File: src/rtl/cpu_mult_acc_cell.sv
// Pipelined multiply-accumulate cell.
// The stages are: input register, PIPE_DEPTH product stages, then one accumulate/output stage.
// The whole pipe advances together when the output is free or being consumed.
module cpu_mult_acc_cell #(
   parameter int unsigned WIDTH_A    = 32,
   parameter int unsigned WIDTH_B    = 32,
   parameter int unsigned ACC_WIDTH  = 72,
   parameter int unsigned PIPE_DEPTH = 2,
   parameter int unsigned SATURATE   = 0
) (
   input  logic                 clk,
   input  logic                 reset,
   input  logic                 in_valid,
   output logic                 in_ready,
   input  logic [WIDTH_A-1:0]   src1,
   input  logic [WIDTH_B-1:0]   src2,
   input  logic                 src1_signed,
   input  logic                 src2_signed,
   input  logic [1:0]           op,
   input  logic                 acc_clr,
   output logic                 out_valid,
   input  logic                 out_ready,
   output logic [ACC_WIDTH-1:0] result,
   output logic                 overflow
);

   localparam int unsigned PW  = WIDTH_A + WIDTH_B;
   localparam int unsigned MSB = ACC_WIDTH - 1;
   localparam int unsigned L   = PIPE_DEPTH - 1;

   localparam logic [ACC_WIDTH-1:0] ALL_ONES = '1;
   localparam logic [ACC_WIDTH-1:0] SMAX     = ALL_ONES >> 1;
   localparam logic [ACC_WIDTH-1:0] SMIN     = ~SMAX;

   typedef enum logic [1:0] {
      OpMul  = 2'b00,
      OpMac  = 2'b01,
      OpMsub = 2'b10,
      OpRead = 2'b11
   } op_e;

   if (ACC_WIDTH < PW) begin : gen_acc_width_check
      $error("cpu_mult_acc_cell: ACC_WIDTH must be >= WIDTH_A + WIDTH_B");
   end
   if (PIPE_DEPTH < 1 || PIPE_DEPTH > 4) begin : gen_depth_check
      $error("cpu_mult_acc_cell: PIPE_DEPTH must be within 1..4");
   end

   // Input register
   logic               in_v_q;
   logic [WIDTH_A:0]   a_q;
   logic [WIDTH_B:0]   b_q;
   logic               sgn_q;
   op_e                op_q;
   logic               clr_q;

   // Product stages
   logic [PIPE_DEPTH-1:0] pv_q;
   logic [PW-1:0]         pp_q   [PIPE_DEPTH];
   op_e                   pop_q  [PIPE_DEPTH];
   logic [PIPE_DEPTH-1:0] psgn_q;
   logic [PIPE_DEPTH-1:0] pclr_q;

   // Accumulate/output stage
   logic                 out_valid_q;
   logic [ACC_WIDTH-1:0] acc_q, acc_d;
   logic                 ovf_q, ovf_d;

   logic                 advance;
   logic [PW-1:0]        prod;
   logic [ACC_WIDTH-1:0] p_ext;
   logic [ACC_WIDTH-1:0] base;
   logic [ACC_WIDTH:0]   sum;
   logic [ACC_WIDTH:0]   diff;

   assign advance   = out_ready || !out_valid_q;
   assign in_ready  = advance;
   assign out_valid = out_valid_q;
   assign result    = acc_q;
   assign overflow  = ovf_q;

   // Only the low PW bits of the (WIDTH_A+1)x(WIDTH_B+1) signed product are kept.
   // Sign-extending both operands to PW bits and multiplying modulo 2^PW gives the same bits.
   assign prod = {{(WIDTH_B - 1){a_q[WIDTH_A]}}, a_q} * {{(WIDTH_A - 1){b_q[WIDTH_B]}}, b_q};

   // Extend the final-stage product and form the candidate sum/difference
   always_comb begin
      p_ext = ACC_WIDTH'(pp_q[L]);
      if (psgn_q[L] && pp_q[L][PW-1]) begin
         p_ext = p_ext | (ALL_ONES << PW);
      end
      base = pclr_q[L] ? '0 : acc_q;
      sum  = {1'b0, base} + {1'b0, p_ext};
      diff = {1'b0, base} - {1'b0, p_ext};
   end

   // Next accumulator value, overflow detection and optional clamping
   always_comb begin
      acc_d = base;
      ovf_d = 1'b0;
      unique case (pop_q[L])
         OpMul: begin
            acc_d = p_ext;
         end
         OpMac: begin
            acc_d = sum[MSB:0];
            ovf_d = psgn_q[L] ? ((base[MSB] == p_ext[MSB]) && (sum[MSB] != base[MSB]))
                              : sum[ACC_WIDTH];
         end
         OpMsub: begin
            acc_d = diff[MSB:0];
            ovf_d = psgn_q[L] ? ((base[MSB] != p_ext[MSB]) && (diff[MSB] != base[MSB]))
                              : diff[ACC_WIDTH];
         end
         OpRead: begin
            acc_d = base;
         end
         default: begin
            acc_d = base;
         end
      endcase
      // A signed overflow always goes in the direction of the sign of base.
      if (SATURATE != 0 && ovf_d) begin
         if (psgn_q[L]) begin
            acc_d = base[MSB] ? SMIN : SMAX;
         end else begin
            acc_d = (pop_q[L] == OpMac) ? ALL_ONES : '0;
         end
      end
   end

   // Stage valids and architectural state; reset discards everything in flight
   always_ff @(posedge clk) begin
      if (reset) begin
         in_v_q      <= 1'b0;
         pv_q        <= '0;
         out_valid_q <= 1'b0;
         acc_q       <= '0;
         ovf_q       <= 1'b0;
      end else if (advance) begin
         in_v_q      <= in_valid;
         pv_q[0]     <= in_v_q;
         for (int k = 1; k < PIPE_DEPTH; k++) begin
            pv_q[k] <= pv_q[k-1];
         end
         out_valid_q <= pv_q[L];
         if (pv_q[L]) begin
            acc_q <= acc_d;
            ovf_q <= ovf_d;
         end
      end
   end

   // Datapath registers; their contents only matter when the matching valid is set
   always_ff @(posedge clk) begin
      if (advance) begin
         a_q       <= {src1_signed & src1[WIDTH_A-1], src1};
         b_q       <= {src2_signed & src2[WIDTH_B-1], src2};
         sgn_q     <= src1_signed | src2_signed;
         op_q      <= op_e'(op);
         clr_q     <= acc_clr;
         pp_q[0]   <= prod;
         pop_q[0]  <= op_q;
         psgn_q[0] <= sgn_q;
         pclr_q[0] <= clr_q;
         for (int k = 1; k < PIPE_DEPTH; k++) begin
            pp_q[k]   <= pp_q[k-1];
            pop_q[k]  <= pop_q[k-1];
            psgn_q[k] <= psgn_q[k-1];
            pclr_q[k] <= pclr_q[k-1];
         end
      end
   end

endmodule

File: config.mk
export PLATFORM = sky130hd
export DESIGN_NAME = cpu_mult_acc_cell
export DESIGN_NICKNAME = d
export VERILOG_FILES = /design/src/rtl/cpu_mult_acc_cell.sv
export SDC_FILE = /design/constraint.sdc
export NUM_CORES = 2
export LEC_CHECK = 0
export ABC_AREA = 1
export CAP_MARGIN = 20
export CORE_ASPECT_RATIO = 1.5
export CORE_MARGIN = 10
export CORE_UTILIZATION = 45
export CTS_CLUSTER_SIZE = 30
export DETAILED_ROUTE_END_ITERATION = 10
export GPL_TIMING_DRIVEN = 1
export PLACE_DENSITY_LB_ADDON = 0.25
export SYNTH_ARGS = -nofsm -noshare
export SYNTH_HDL_FRONTEND = slang
export SYNTH_SLANG_ARGS = --single-unit
export TNS_END_PERCENT = 10
File: constraint.sdc
create_clock -name clk -period 9.1 [get_ports clk]
set_input_delay 1.82 -clock clk [delete_from_list [all_inputs] [get_ports clk]]
set_output_delay 1.82 -clock clk [all_outputs]
set_load 0.01 [all_outputs]
; Word-level counts from Yosys, hierarchy flattened
; Memories as Yosys holds them, arrays and structs flattened.
; Index checks and enable logic that the tools add are counted.
[totals]
word_cells = 42
romBits = 0
n_memories = 2
regBits = 151
inputBits = 73
latchBits = 0
out_inout_bits = 75
mem_bits_rw = 132
[op_classes]
n_div = 0
eq_ne = 7
n_bitwise = 3
n_mul = 1
n_lt_le_gt_ge = 0
n_addsub = 2
n_mux = 8
n_reduce_logical = 7
shift = 0
[mem_list]
columns = name, words, width, read_ports, rd_clocked_by_memory_dff, write_ports, line
row1 = pp_q, 2, 64, 2, 0, 2, 59  ; logic [PW-1:0] pp_q [PIPE_DEPTH];
row2 = pop_q, 2, 2, 2, 0, 2, 60  ; op_e pop_q [PIPE_DEPTH];
[ops]
columns = cell, count
row1 = one-hot mux 72 bit (4 select lines), 1
row2 = two-way mux 72 bit, 2
row3 = adder 72 x 72 -> 73 bit, 1
row4 = subtractor 72 x 72 -> 73 bit, 1
row5 = multiplier 33 x 33 -> 64 bit, 1
row6 = equality test 2 bit (second input constant), 2
row7 = two-way mux 1 bit, 4
row8 = logical AND 1 bit, 3
row9 = inequality test 1 bit, 3
row10 = bitwise AND 1 bit, 2
row11 = equality test 2 x 1 -> 1 bit (second input constant), 1
row12 = logical NOT 2 bit, 1
row13 = one-hot mux 1 bit (2 select lines), 1
row14 = AND reduction 2 bit, 1
row15 = equality test 1 bit, 1
row16 = logical NOT 1 bit, 1
row17 = logical OR 1 bit, 1
row18 = bitwise OR 1 bit, 1

; Depth between registers and ports, before layout
[logic_depth]
ltp_word = 7
depth_mapped = 31
ltp_nobuf = 29

; Worst setup path before layout
; Ideal clock, no wire load.
[synth_timing]
path_type = input -> output
from = in out_ready
to = out in_ready
t_arrival_ps = 5983
n_path_buf = 0
slack_ps = 1297
path_stages = 2
path_cell_list = nor2_1 -> inv_1
[synth_between]
elab_chain_cells = 1
[synth_lines]
columns = element, line
row1 = start: declaration, 22  ; input logic out_ready,
row2 = logical OR 1 bit, 76  ; assign advance = out_ready || !out_valid_q;
row3 = end: declaration, 14  ; output logic in_ready,
; No other way between the ends.

==> impl_metrics.ini <==
[logic_synthesis]
synthesis.area_sq_um = 63600
ys.flop_type = edfxtp_1
yosysWarnings = 0
avgSynthCellArea_sq_um = 7.44
synth_seq_cells = 283
synthesis.nets = 10105
synth_top_area_frac = 0.355
yosysTopAreaCell = fa_1
synthArstFlopShare = 0
yosysSeqAreaShare = 0.122
synth_cells = 8545
synth_edf_count = 206
yosys-top-cells-area = fa_1, inv_1, nand2_1, edfxtp_1, ha_1
synth_cell_types = 52

[floorplan]
die_y_um = 480
coreArea_sq_um = 140000
io_pins = 148
die_area_sq_um = 157000
start_util = 0.454
std_cell_rows = 168
die_x_um = 327

[timing]
fin_ws_ps = 338
tns_ps = 0
finClkSkew_ps = 87.7
fmax_mhz = 114
slew_viol_final = 0
setup_viol = 0
finalHoldViolations = 0
rsz0062_at_grt = false
max_slew.worst_pin.slew_ps = 1240
fin_crit_ps = 8760
min_period_over_period = 0.963
slew-limit-headroom = 0.165

[grt]
grt_overflow = 0
antenna_found_initial = 7
grt_pass1_vias = 58833
grt_pass1_wl_um = 374000
grtUsageTotal = 0.324
grt_max_degree = 54

[min_path]
hold_class = flip-flop to flip-flop

[clock_network]
path_clk_slew_ps = 70
htreeDepth = 2
insertion_delay_ps = 660
ctsHoldBuffers = 0
clk_path_buf_depth = 3
cts_setup_buffers = 0
cts_resized = 0
cts_tree = done
cts_buffers = 37
cts_sinks = 283
clockRootBuffer = clkbuf_16

[layout]
syn2layout_area_growth_pct = 6.89
final_common_cell = inv_1
layout_common_cells = inv_1, nand2_1, fa_1, nor2_1, a21oi_1
instances_no_fill = 10373
nets = 10033
drive_gt1_frac = 0.0462

[routing]
viasPerCell = 5.32
drt-total-wl_um = 255000
dr.first_iter.drc_count = 4093
vias = 55222
drt_pass1_iterations = 7
postRouteAntennaNets = 0
post_drt_wl_per_cell_um = 24.6
drc = 0

[critical_path]
critical_path.startpoint_type = flip-flop
worstSetupEndpointType = flip-flop
cp.arrival_ps = 9090
worst-setup-path-type = flip-flop to flip-flop
crit_fanout = 20
required_ps = 9430

[placed_design]
dp_slack_ps = 324
dp_hpwl_um = 216000
routabilityCongestion = 1.09
io_buffers = 147
dp_cells = 10304

[run]
cap_viol_max_count = 0

[run_status]
status = completed
## sequential cells by signal, indices dropped and copies added (netlist names)
signal     count
op_q           2
pp_q         128
psgn_q         2
result        72
a_q           33
sgn_q          1
overflow       1
clr_q          1
pop_q          4
in_v_q         1
out_valid      1
pv_q           2
pclr_q         2
b_q           33
## routing by layer
layer | track usage | vias up | wire [um]
met2 | 0.579 | 2144 | 128000
met5 | 0 | - | 64
met1 | 0.339 | 27345 | 88200
li1 | - | 24984 | -
met4 | 0.272 | 10 | 26400
met3 | 0.0348 | 739 | 13000
## kinds of logic after synthesis
logic type / share of synthesized area
compound gates: 0.0767
xor+xnor: 0.0112
fa+ha+maj: 0.426
buf+inv: 0.160
flops: 0.122
simple gates: 0.205
## synthesized netlist by cell type, types with 10 or more instances
master / number
nand2_2: 20
ha_1: 360
clkbuf_1: 317
nand2_1: 2103
nor2_2: 49
nand3b_1: 22
nor2_1: 505
o21ai_0: 218
or2_2: 17
buf_4: 17
edfxtp_1: 206
o21a_1: 11
a21oi_1: 452
a31oi_1: 24
nand3_1: 282
buf_2: 30
xor2_1: 48
dfxtp_1: 77
nor3_2: 12
o211ai_1: 22
o21ai_1: 38
buf_6: 12
o21ai_2: 10
nand4_1: 82
a21oi_2: 24
nor3_1: 30
fa_1: 1127
inv_2: 32
xnor2_1: 33
inv_1: 2237
o21bai_1: 46
## path summary, 6_finish.rpt
| path | from | slack, ps | cells past startpoint | end |
|---|---|---|---|---|
| worst max-delay path | b_q[11] | 340 | 26 | pp_q[0][42] |
| worst min-delay path | pp_q[0][28] | 400 | 0 | pp_q[0][92] |
| worst max register to register | b_q[11] | 340 | 26 | pp_q[0][42] |
| worst min register to register | pp_q[0][28] | 400 | 0 | pp_q[0][92] |
## cell type report
cell class | count | area, sq um
multi-input combinational | 5603 | 45700
clock buffer | 45 | 1020
timing repair buffer | 273 | 2440
tap | 1870 | 2340
clock inverter | 22 | 198
sequential | 283 | 7730
antenna | 2 | 5.00
inverter | 2275 | 8550
fill | 14248 | 72000
## stage by stage
step,util,hold slack (ps),cell area (sq um)
after floorplan,-,400,63600
after detailed placement,0.477,405,66700
after global routing,0.485,417,68000
after global placement,0.477,401,66700
after CTS,0.485,406,68000
final,0.486,405,68000
## worst max-delay path, cell delays in order, from the launching register on
cell      delay [ps]
edfxtp_1         700
buf_4            400
nand2_1          100
inv_1            110
fa_1             440
fa_1             570
inv_1             60
fa_1             530
inv_1             50
fa_1             480
fa_1             580
fa_1             430
fa_1             490
inv_1             50
fa_1             550
inv_1             70
ha_1             360
nand2_1          170
nor2_1           340
nand2_1          110
nor4_1           950
a21oi_1          260
inv_1            180
nand2_1           60
nand2_1          160
a21oi_1          120
xnor2_1          140
Power is left out: the tool's default activity adds up to more than one toggle a clock period on the data nets, which glitch-free logic cannot reach.
